`config.mk`:
```
export PLATFORM = sky130hd
export DESIGN_NAME = step_pulse_gen_flat
export DESIGN_NICKNAME = d
export VERILOG_FILES = /design/src/rtl/step_pulse_gen_pkg.sv /design/src/rtl/step_pulse_gen_if.sv /design/src/rtl/step_pulse_gen_rate_accumulator.sv /design/src/rtl/step_pulse_gen.sv /design/src/flat_wrapper.sv
export SDC_FILE = /design/constraint.sdc
export NUM_CORES = 1
export LEC_CHECK = 0
export BUFFER_PORTS_ARGS = -buffer_cell sky130_fd_sc_hd__buf_4
export CAP_MARGIN = 40
export CORE_UTILIZATION = 28
export DETAILED_ROUTE_END_ITERATION = 16
export GPL_TIMING_DRIVEN = 0
export PLACE_DENSITY = 0.53
export SLEW_MARGIN = 10
export SYNTH_ARGS = -nofsm -noshare
export SYNTH_HDL_FRONTEND = slang
export SYNTH_SLANG_ARGS = --single-unit
```
`constraint.sdc`:
```
create_clock -name CLK -period 5.7 [get_ports CLK]
set_input_delay 1.14 -clock CLK [delete_from_list [all_inputs] [get_ports CLK]]
set_output_delay 1.14 -clock CLK [all_outputs]
set_load 0.01 [all_outputs]
```
`src/rtl/step_pulse_gen_pkg.sv`:
```
// Shared types, rate constants and the MODE-to-rate lookup for step_pulse_gen.
// The hybrid schedule table exists only when STEP_PULSE_GEN_HYBRID_EN is defined.
package step_gen_pkg;

  typedef enum logic [1:0] {
    MODE_WALK   = 2'b00,
    MODE_JOG    = 2'b01,
    MODE_RUN    = 2'b10,
    MODE_HYBRID = 2'b11
  } mode_t;

  typedef enum logic {
    IDLE = 1'b0,
    RUN  = 1'b1
  } state_t;

  localparam logic [7:0] WALK_RATE        = 8'd32;
  localparam logic [7:0] JOG_RATE         = 8'd64;
  localparam logic [7:0] RUN_RATE         = 8'd128;
  localparam int         HYBRID_LEN       = 9;
  localparam logic [7:0] HYBRID_TAIL_RATE = 8'd69;

`ifdef STEP_PULSE_GEN_HYBRID_EN
  // Entry 0 sits in the least significant byte.
  localparam logic [HYBRID_LEN-1:0][7:0] HYBRID_RATES = {
    8'd33, 8'd30, 8'd19, 8'd30, 8'd70, 8'd27, 8'd66, 8'd33, 8'd20
  };
`endif

  function automatic logic [7:0] mode_rate(input mode_t mode, input logic [15:0] sec);
    logic [7:0] r;
    r = 8'd0;
    case (mode)
      MODE_WALK: r = WALK_RATE;
      MODE_JOG:  r = JOG_RATE;
      MODE_RUN:  r = RUN_RATE;
      MODE_HYBRID: begin
`ifdef STEP_PULSE_GEN_HYBRID_EN
        if (sec < 16'(HYBRID_LEN)) r = HYBRID_RATES[sec[3:0]];
        else                       r = HYBRID_TAIL_RATE;
`else
        r = 8'd0;
`endif
      end
      default: r = 8'd0;
    endcase
    return r;
  endfunction

endpackage

```
`src/rtl/step_pulse_gen_if.sv`:
```
// Control/status bundle between the board switches, step_pulse_gen and the tracker.
interface step_pulse_gen_if;
  logic        START;
  logic [1:0]  MODE;
  logic        PULSE;
  logic        STEP_STB;
  logic        SEC_TICK;
  logic [15:0] ELAPSED_SEC;
  logic [7:0]  RATE;

  modport master (
    output START, MODE,
    input  PULSE, STEP_STB, SEC_TICK, ELAPSED_SEC, RATE
  );

  modport slave (
    input  START, MODE,
    output PULSE, STEP_STB, SEC_TICK, ELAPSED_SEC, RATE
  );
endinterface

```
`src/rtl/step_pulse_gen_rate_accumulator.sv`:
```
// Phase accumulator: adds RATE every enabled cycle, strobes on each CLK_HZ crossing,
// and restarts from zero at every one-second boundary.
module rate_accumulator #(
  parameter int CLK_HZ = 100_000_000
) (
  input  logic       clk,
  input  logic       rst,
  input  logic       en,
  input  logic       sec_end,
  input  logic [7:0] rate,
  output logic       step_stb
);

  localparam int             AW = $clog2(CLK_HZ + 128) + 1;
  localparam logic [AW-1:0]  HZ = AW'(CLK_HZ);

  logic [AW-1:0] acc_reg;
  logic [AW-1:0] sum;
  logic          wrap;
  logic          step_stb_reg;

  always_comb begin
    sum  = acc_reg + AW'(rate);
    wrap = (sum >= HZ);
  end

  always_ff @(posedge clk or posedge rst) begin
    if (rst) begin
      acc_reg      <= '0;
      step_stb_reg <= 1'b0;
    end else if (!en) begin
      acc_reg      <= '0;
      step_stb_reg <= 1'b0;
    end else begin
      step_stb_reg <= wrap;
      // Clearing at the boundary discards rounding residue so each second is exact.
      if (sec_end)   acc_reg <= '0;
      else if (wrap) acc_reg <= sum - HZ;
      else           acc_reg <= sum;
    end
  end

  assign step_stb = step_stb_reg;

endmodule

```
`src/rtl/step_pulse_gen.sv`:
```
// step_pulse_gen: step source for the tracker at walk/jog/run/hybrid rates, exact per second.
// Define STEP_PULSE_GEN_HYBRID_EN to make MODE 11 follow the hybrid schedule (else RATE 0).
module step_pulse_gen
  import step_gen_pkg::*;
#(
  parameter int CLK_HZ  = 100_000_000,
  parameter int PULSE_W = 4
) (
  input logic             CLK,
  input logic             RESET,
  step_pulse_gen_if.slave bus
);

  localparam int             SCW      = $clog2(CLK_HZ);
  localparam int             PCW      = $clog2(PULSE_W + 1);
  localparam logic [SCW-1:0] SEC_LAST = SCW'(CLK_HZ - 1);

  state_t         state_reg;
  logic [SCW-1:0] sec_cnt_reg;
  logic [7:0]     rate_reg;
  logic [7:0]     rate_now;
  logic [15:0]    elapsed_reg;
  logic           sec_tick_reg;
  logic [PCW-1:0] pulse_cnt_reg;
  logic           load;
  logic           sec_end;
  logic           step_stb;

  // The rate is sampled on the first cycle of each second and used on that same cycle.
  always_comb begin
    load     = bus.START && ((state_reg == IDLE) || (sec_cnt_reg == '0));
    sec_end  = bus.START && (sec_cnt_reg == SEC_LAST);
    rate_now = load ? mode_rate(mode_t'(bus.MODE), elapsed_reg) : rate_reg;
  end

  rate_accumulator #(
    .CLK_HZ(CLK_HZ)
  ) u_acc (
    .clk     (CLK),
    .rst     (RESET),
    .en      (bus.START),
    .sec_end (sec_end),
    .rate    (rate_now),
    .step_stb(step_stb)
  );

  always_ff @(posedge CLK or posedge RESET) begin
    if (RESET) begin
      state_reg     <= IDLE;
      sec_cnt_reg   <= '0;
      rate_reg      <= '0;
      elapsed_reg   <= '0;
      sec_tick_reg  <= 1'b0;
      pulse_cnt_reg <= '0;
    end else if (!bus.START) begin
      state_reg     <= IDLE;
      sec_cnt_reg   <= '0;
      rate_reg      <= '0;
      elapsed_reg   <= '0;
      sec_tick_reg  <= 1'b0;
      pulse_cnt_reg <= '0;
    end else begin
      state_reg    <= RUN;
      rate_reg     <= rate_now;
      sec_tick_reg <= sec_end;
      if (sec_end) begin
        sec_cnt_reg <= '0;
        if (elapsed_reg != 16'hFFFF) elapsed_reg <= elapsed_reg + 16'd1;
      end else begin
        sec_cnt_reg <= sec_cnt_reg + SCW'(1);
      end
      if (step_stb)                pulse_cnt_reg <= PCW'(PULSE_W);
      else if (pulse_cnt_reg != 0) pulse_cnt_reg <= pulse_cnt_reg - PCW'(1);
    end
  end

  assign bus.PULSE       = (pulse_cnt_reg != '0);
  assign bus.STEP_STB    = step_stb;
  assign bus.SEC_TICK    = sec_tick_reg;
  assign bus.ELAPSED_SEC = elapsed_reg;
  assign bus.RATE        = rate_reg;

endmodule

```
`src/flat_wrapper.sv`:
```
// flat-port wrapper written by rule: the top's interface ports become plain ports
module step_pulse_gen_flat import step_gen_pkg::*;
#(
  parameter int CLK_HZ  = 100_000_000,
  parameter int PULSE_W = 4
)
  (CLK, RESET, bus_START, bus_MODE, bus_PULSE, bus_STEP_STB, bus_SEC_TICK, bus_ELAPSED_SEC, bus_RATE);
  step_pulse_gen_if bus_i ();
  input logic CLK;
  input logic RESET;
  input wire logic [$bits(bus_i.START)-1:0] bus_START;
  input wire logic [$bits(bus_i.MODE)-1:0] bus_MODE;
  output wire logic [$bits(bus_i.PULSE)-1:0] bus_PULSE;
  output wire logic [$bits(bus_i.STEP_STB)-1:0] bus_STEP_STB;
  output wire logic [$bits(bus_i.SEC_TICK)-1:0] bus_SEC_TICK;
  output wire logic [$bits(bus_i.ELAPSED_SEC)-1:0] bus_ELAPSED_SEC;
  output wire logic [$bits(bus_i.RATE)-1:0] bus_RATE;
  assign bus_i.START = bus_START;
  assign bus_i.MODE = bus_MODE;
  assign bus_PULSE = bus_i.PULSE;
  assign bus_STEP_STB = bus_i.STEP_STB;
  assign bus_SEC_TICK = bus_i.SEC_TICK;
  assign bus_ELAPSED_SEC = bus_i.ELAPSED_SEC;
  assign bus_RATE = bus_i.RATE;
  step_pulse_gen #(.CLK_HZ(CLK_HZ), .PULSE_W(PULSE_W)) u_core (.CLK(CLK), .RESET(RESET), .bus(bus_i));
endmodule
```
==> impl_metrics.toml, run 1 <==
[placement]
routabilityCongestion = 0.834
dp.final_hpwl_um = 8780
pre_cts_ws_ps = -486
io_buffers = 31
placed_area_um2 = 5590

[floorplanning]
die_area_um2 = 18600
ioPinCount = 32
chipWidth_um = 136
core.rowCount = 48
fp.dieH_um = 136
coreArea_um2 = 17500
initial_utilization = 0.289

[cts]
clkTransAtPathRegs_ps = 70
clock_latency_ps = 350
clock_path_buffers = 2
h-tree-depth = 3
cts-root-buf = "clkbuf_16"
cts_num_sinks = 85
cts_tree = "built"
numCtsBuffers = 9

[synth]
async_reset_ff_frac = 1.00
ys_seq_area_frac = 0.421
synth.area.top_cells = "dfrtp_1 (42%), xor2_1 (7.3%), xnor2_1 (6.4%)"
yosys_warnings = 0
synth_top_area_cell = "dfrtp_1"
synth_area_per_cell_um2 = 9.14
syn_inst = 552
synth-edff-count = 0
synth_ff_type = "dfrtp_1"
ys_ff_latch = 85
synth_nets = 573
yosys-top-cells-count = "dfrtp_1 (85), nor2_1 (79), xor2_1 (42)"
synth.most_common_cell = "dfrtp_1"
synthesis.area_um2 = 5050
synth_top_area_frac = 0.421
synthDistinctLibCells = 58

[route]
ant_nets = 0
drt_first_iter_violations = 334
wl_um = 12300
route.vias.total = 4169
drt_pass1_iterations = 4
remaining_drc_errors = 0
wl_per_cell_um = 14.6
avgViaCountPerCell = 4.96

[setup_path]
path_class = "register to register"
crit_path_start_kind = "register"
crit_slowest_cell = "or3_4"
r2r_slack_ps = 280
r2r-start = "u_core.sec_cnt_reg[17]"
worstPathRequired_ps = 5910
arrival_ps = 5630
cp_max_fo = 7
cp-end-kind = "register"
crit_start = "u_core.sec_cnt_reg[17]"
reg2reg_to = "u_core.u_acc.acc_reg[14]"
r2r.worst_path.cells = 25
setup.worst_path.end = "u_core.u_acc.acc_reg[14]"
cpPeakStageDelay_ps = 460

[finish]
fin_nets = 632
largest_reg_flops = 28
drive_above_1_share = 0.157
syn_to_final_growth_pct = 21.8
antenna_cells = 0
fillCellCount = 1787
multi_input_area_um2 = 2940
stdcell_area_um2 = 6150
regArea_um2 = 2130

[global_routing]
track_usage = 0.139
antenna_found_initial = 0
grt_pass1_vias = 4020
grt_max_degree = 60
grt_pass1_wl_um = 20200
overflow = 0

[hold_path]
hold_path_class = "register to register"

[status]
status = "complete, no violations"

[timing]
max_slew_margin = 0.426
slew_violations = 0
worstMarginPinSlew_ps = 853
hold_viol_final = 0
setup_slack_ps = 276
finClkSkew_ps = 8.51
setup_viol = 0
period_share = 0.952
min_period_ps = 5420
fmax_ghz = 0.184
grt_setup_unrepaired = "true"

[flow_run]
maxCapViolations = 0

[pwr]
p_per_area_nw_per_um2 = 217
leakage_nw = 2.69
irDropWorstVdd_uv = 144
[what timing repair did]
action                                  CTS  global route
pin swaps                                 2            11
gates resized for setup                  10            23
buffers inserted                          2            13
hold buffers                              0             0
endpoints found under the setup margin   17            13
cloned                                    0             1
[power by group]
group          internal, W  total, W  switching, W
clock network     0.000324  0.000575      0.000251
registers         0.000617  0.000625    0.00000827
logic            0.0000537  0.000132     0.0000786
total             0.000994   0.00133      0.000338
[how the worst min path moves through the flow]
stage	from	endpoint	slack, ps	cells after the start
floorplan	u_core.sec_cnt_reg[0]	u_core.sec_cnt_reg[0]	450	1
global placement	u_core.sec_cnt_reg[0]	u_core.sec_cnt_reg[0]	490	1
detailed placement	u_core.sec_cnt_reg[0]	u_core.sec_cnt_reg[0]	480	1
CTS	u_core.sec_cnt_reg[0]	u_core.sec_cnt_reg[0]	500	1
global route	u_core.sec_cnt_reg[0]	u_core.sec_cnt_reg[0]	520	1
finish	u_core.u_acc.step_stb	u_core.pulse_cnt_reg[0]	490	1
[cell families after synthesis]
kind of cell	count (synthesis)	synth area share
muxes	3	0.00595
buffers and inverters	30	0.0240
AOI/OAI and AO/OA	70	0.0974
adders and majority gates	16	0.0412
DFF	85	0.421
xor gates and xnor gates	79	0.137
and+or+nand+nor	269	0.273
[worst max-delay path, delay by kind of cell, from the launching register on]
| family | cells | cell delay (ps) |
|---|---|---|
| DFF | 1 | 430 |
| buffers and inverters | 4 | 580 |
| AOI/OAI and AO/OA | 4 | 790 |
| adders and majority gates | 2 | 490 |
| xor gates and xnor gates | 2 | 350 |
| and+or+nand+nor | 13 | 2630 |
[metal layers]
layer | up-vias | wire, um | track usage
met5 | - | 0 | 0
met4 | 0 | 208 | 0.0605
met3 | 11 | 318 | 0.0168
met2 | 65 | 5690 | 0.217
met1 | 2043 | 6080 | 0.193
li1 | 2050 | - | -
[through the flow]
stage	utilization	TNS (ps)	cells	total power [W]	hold slack, ps
after detailed placement	0.320	-4440	809	0.000759	485
final	0.352	0	841	0.00133	492
after global routing	0.352	-95.7	841	0.00139	521
after CTS	0.339	0	827	0.00134	499
after global placement	0.318	-5090	808	0.000751	487
after floorplan	-	0	552	0.000717	455
[final cells by class]
class	instances	share of cell area
multi-input combinational	437	0.478
sequential	85	0.346
timing repair buffer	48	0.0615
tap	225	0.0458
clock buffer	13	0.0423
buffer	17	0.0132
inverter	13	0.00835
clock inverter	3	0.00428
[cells in the final DEF, fill, tap and decap left out, types with 3 or more instances in the layout]
| cell | n |
|---|---|
| nand4_1 | 14 |
| clkbuf_1 | 15 |
| xor2_1 | 41 |
| and2_1 | 23 |
| nor2_1 | 79 |
| nand2b_1 | 7 |
| buf_4 | 46 |
| o211ai_1 | 6 |
| and3_1 | 24 |
| o21ai_1 | 4 |
| nor3_1 | 13 |
| nor4_1 | 8 |
| dfrtp_1 | 85 |
| or3_1 | 6 |
| xnor2_1 | 36 |
| a21oi_1 | 9 |
| inv_1 | 11 |
| a211oi_2 | 3 |
| a21o_1 | 4 |
| and4_1 | 6 |
| clkbuf_16 | 9 |
| o21ai_0 | 12 |
| nor2b_1 | 4 |
| o21a_1 | 4 |
| ha_4 | 3 |
| ha_1 | 11 |
| nand3_1 | 34 |
| nand2_1 | 36 |
| mux2i_1 | 3 |
(Power assumes the default switching activity.)
==> run 2: changes to the inputs <==
--- a/config.mk
+++ b/config.mk
@@ -14,4 +14,5 @@
 export SLEW_MARGIN = 10
 export SYNTH_ARGS = -nofsm -noshare
 export SYNTH_HDL_FRONTEND = slang
+export SYNTH_HIERARCHICAL = 1
 export SYNTH_SLANG_ARGS = --single-unit
==> run 2 against run 1 <==
  * Non-clock buffer count shrank 5
  * Worst setup slack gained 86 ps
  * Die area grew 9.3%
  * Core utilization shrank 1.4 points
  * Largest cell class unchanged
  * Largest power group is now the clock network
  * Highest routed layer unchanged
==> impl_metrics.toml, run 2 <==
[pwr]
leakage_nw = 2.75
irDropWorstVdd_uv = 140
p_per_area_nw_per_um2 = 220

[synth]
synth_top_area_cell = "dfrtp_1"
ys_ff_latch = 85
synth_area_per_cell_um2 = 9.00
synth-edff-count = 0
synth_ff_type = "dfrtp_1"
synth_nets = 635
ys_seq_area_frac = 0.385
synth.most_common_cell = "dfrtp_1"
synth.area.top_cells = "dfrtp_1 (39%), xnor2_1 (4.4%), xor2_1 (4.0%)"
async_reset_ff_frac = 1.00
yosys-top-cells-count = "dfrtp_1 (85), nand2_1 (48), nor2_1 (47)"
synth_top_area_frac = 0.385
synthesis.area_um2 = 5520
synthDistinctLibCells = 70
yosys_warnings = 6
syn_inst = 614

[finish]
layout.cells.non_filler = 933
largest_reg_flops = 28
final_common_cell = "dfrtp_1"
antenna_cells = 0
layout_common_cells = "dfrtp_1 (85), nor2_1 (47), nand2_1 (47)"
fin_nets = 684
drive_above_1_share = 0.144
multi_input_area_um2 = 3290
fillCellCount = 2085
syn_to_final_growth_pct = 18.7
regArea_um2 = 2130

[setup_path]
path_class = "register to register"
worstPathRequired_ps = 5950
cp_cell_sequence = "nor4_4, nand4_1, o21ai_4, nand2_2, mux2_2, ha_2, nand3_1, nor3_1, buf_4, o21ai_0, xor2_1, ha_1, nand3_1, nor3_2, nand4_1, or4_4, a21oi_2, buf_6, nor2_2, a211oi_2"
crit_path_start_kind = "register"
crit_slowest_cell = "or4_4"
cp_max_fo = 10
cp-end-kind = "register"
arrival_ps = 5590
cpPeakStageDelay_ps = 490

[global_routing]
grt_max_degree = 35
track_usage = 0.157
antenna_found_initial = 0
grt_pass1_wl_um = 24800
grt_pass1_vias = 4729
overflow = 0

[floorplanning]
fp.dieH_um = 142
ioPinCount = 32
chipWidth_um = 142
core.rowCount = 51
die_area_um2 = 20300
coreArea_um2 = 19400
initial_utilization = 0.285

[cts]
numCtsBuffers = 9
cts-root-buf = "clkbuf_16"
cts_tree = "built"
h-tree-depth = 3
clock_latency_ps = 350
cts_num_sinks = 85
clkTransAtPathRegs_ps = 70
clock_path_buffers = 2

[route]
drt_first_iter_violations = 273
drt_pass1_iterations = 5
ant_nets = 0
route.vias.total = 4782
avgViaCountPerCell = 5.13
remaining_drc_errors = 0
wl_um = 14900
wl_per_cell_um = 15.9

[flow_run]
maxCapViolations = 0

[timing]
setup_viol = 0
worstMarginPinSlew_ps = 786
period_share = 0.937
finClkSkew_ps = 8.90
fmax_ghz = 0.187
hold_viol_final = 0
min_period_ps = 5340
max_slew_margin = 0.475
slew_violations = 0
whs_ps = 507
grt_setup_unrepaired = "false"

[placement]
routabilityCongestion = 0.851
io_buffers = 31
dp.final_hpwl_um = 10900
dp_cells = 913

[hold_path]
hold_path_class = "register to register"

[status]
status = "complete, no violations"
==> run 2: cells by family (layout without fill, tap and decap cells) <==
kind of cell,Yosys count,count (layout),share of synthesized area
buf+inv,38,92,0.0299
mux,13,13,0.0242
flops,85,85,0.385
xor+xnor,53,53,0.0840
fa+ha+maj,16,16,0.0376
simple gates,282,282,0.281
compound gates,127,127,0.158
==> run 2: area by class of cell <==
class	count	share of cell area
clock inverter	4	0.0118
multi-input combinational	491	0.502
tap	265	0.0506
timing repair buffer	38	0.0456
clock buffer	12	0.0391
inverter	16	0.00916
buffer	22	0.0174
sequential	85	0.324
==> run 2: routing by layer <==
layer / global-route usage / vias to the layer above / routed length [um]
met4: 0.0424 / 0 / 230
li1: - / 2352 / -
met5: 0 / - / 0
met1: 0.197 / 2304 / 6720
met2: 0.271 / 108 / 7270
met3: 0.0340 / 18 / 643
==> run 2: what timing repair did <==
item,CTS,global route
setup buffers,0,4
setup endpoints to repair,21,20
hold buffers,0,0
cloned,0,0
gates resized for setup,8,6
pin swaps,0,3
==> run 2: stage by stage <==
stage	setup slack [ps]	setup TNS [ps]	power, W	utilization	area, um2
final	362	0	0.00144	0.338	6560
after floorplan	951	0	0.000735	-	5520
after detailed placement	-439	-5880	0.000782	0.316	6120
after global routing	17.4	0	0.00151	0.338	6560
after global placement	-422	-5600	0.000779	0.314	6090
after CTS	10.5	0	0.00146	0.335	6500
==> run 2: power by group <==
part / switching (W) / internal (W) / total (W)
registers: 0.0000118 / 0.000619 / 0.000631
logic: 0.0000882 / 0.0000563 / 0.000144
clock network: 0.000256 / 0.000412 / 0.000668
==> run 2: path summary, 6_finish.rpt <==
check                                       startpoint  slack [ps]                      end  cells past startpoint
worst max-delay path            u_core/sec_cnt_reg[19]         360  u_core/u_acc/acc_reg[9]                     20
worst min-delay path             u_core/sec_cnt_reg[0]         510    u_core/sec_cnt_reg[0]                      1
worst max register to register  u_core/sec_cnt_reg[19]         360  u_core/u_acc/acc_reg[9]                     20
worst min register to register   u_core/sec_cnt_reg[0]         510    u_core/sec_cnt_reg[0]                      1
max in group asynchronous                        RESET        4300       u_core/bus.RATE[0]                      3
min in group asynchronous                        RESET         830  u_core/pulse_cnt_reg[1]                      2
==> run 2: critical path, delay by kind of cell, from the launching register on <==
kind,cells,cell delay (ps)
AOI/OAI and AO/OA,4,840
xor gates and xnor gates,1,290
adders and majority gates,2,610
buffers and inverters,2,440
DFF,1,460
muxes,1,320
and+or+nand+nor,10,2280
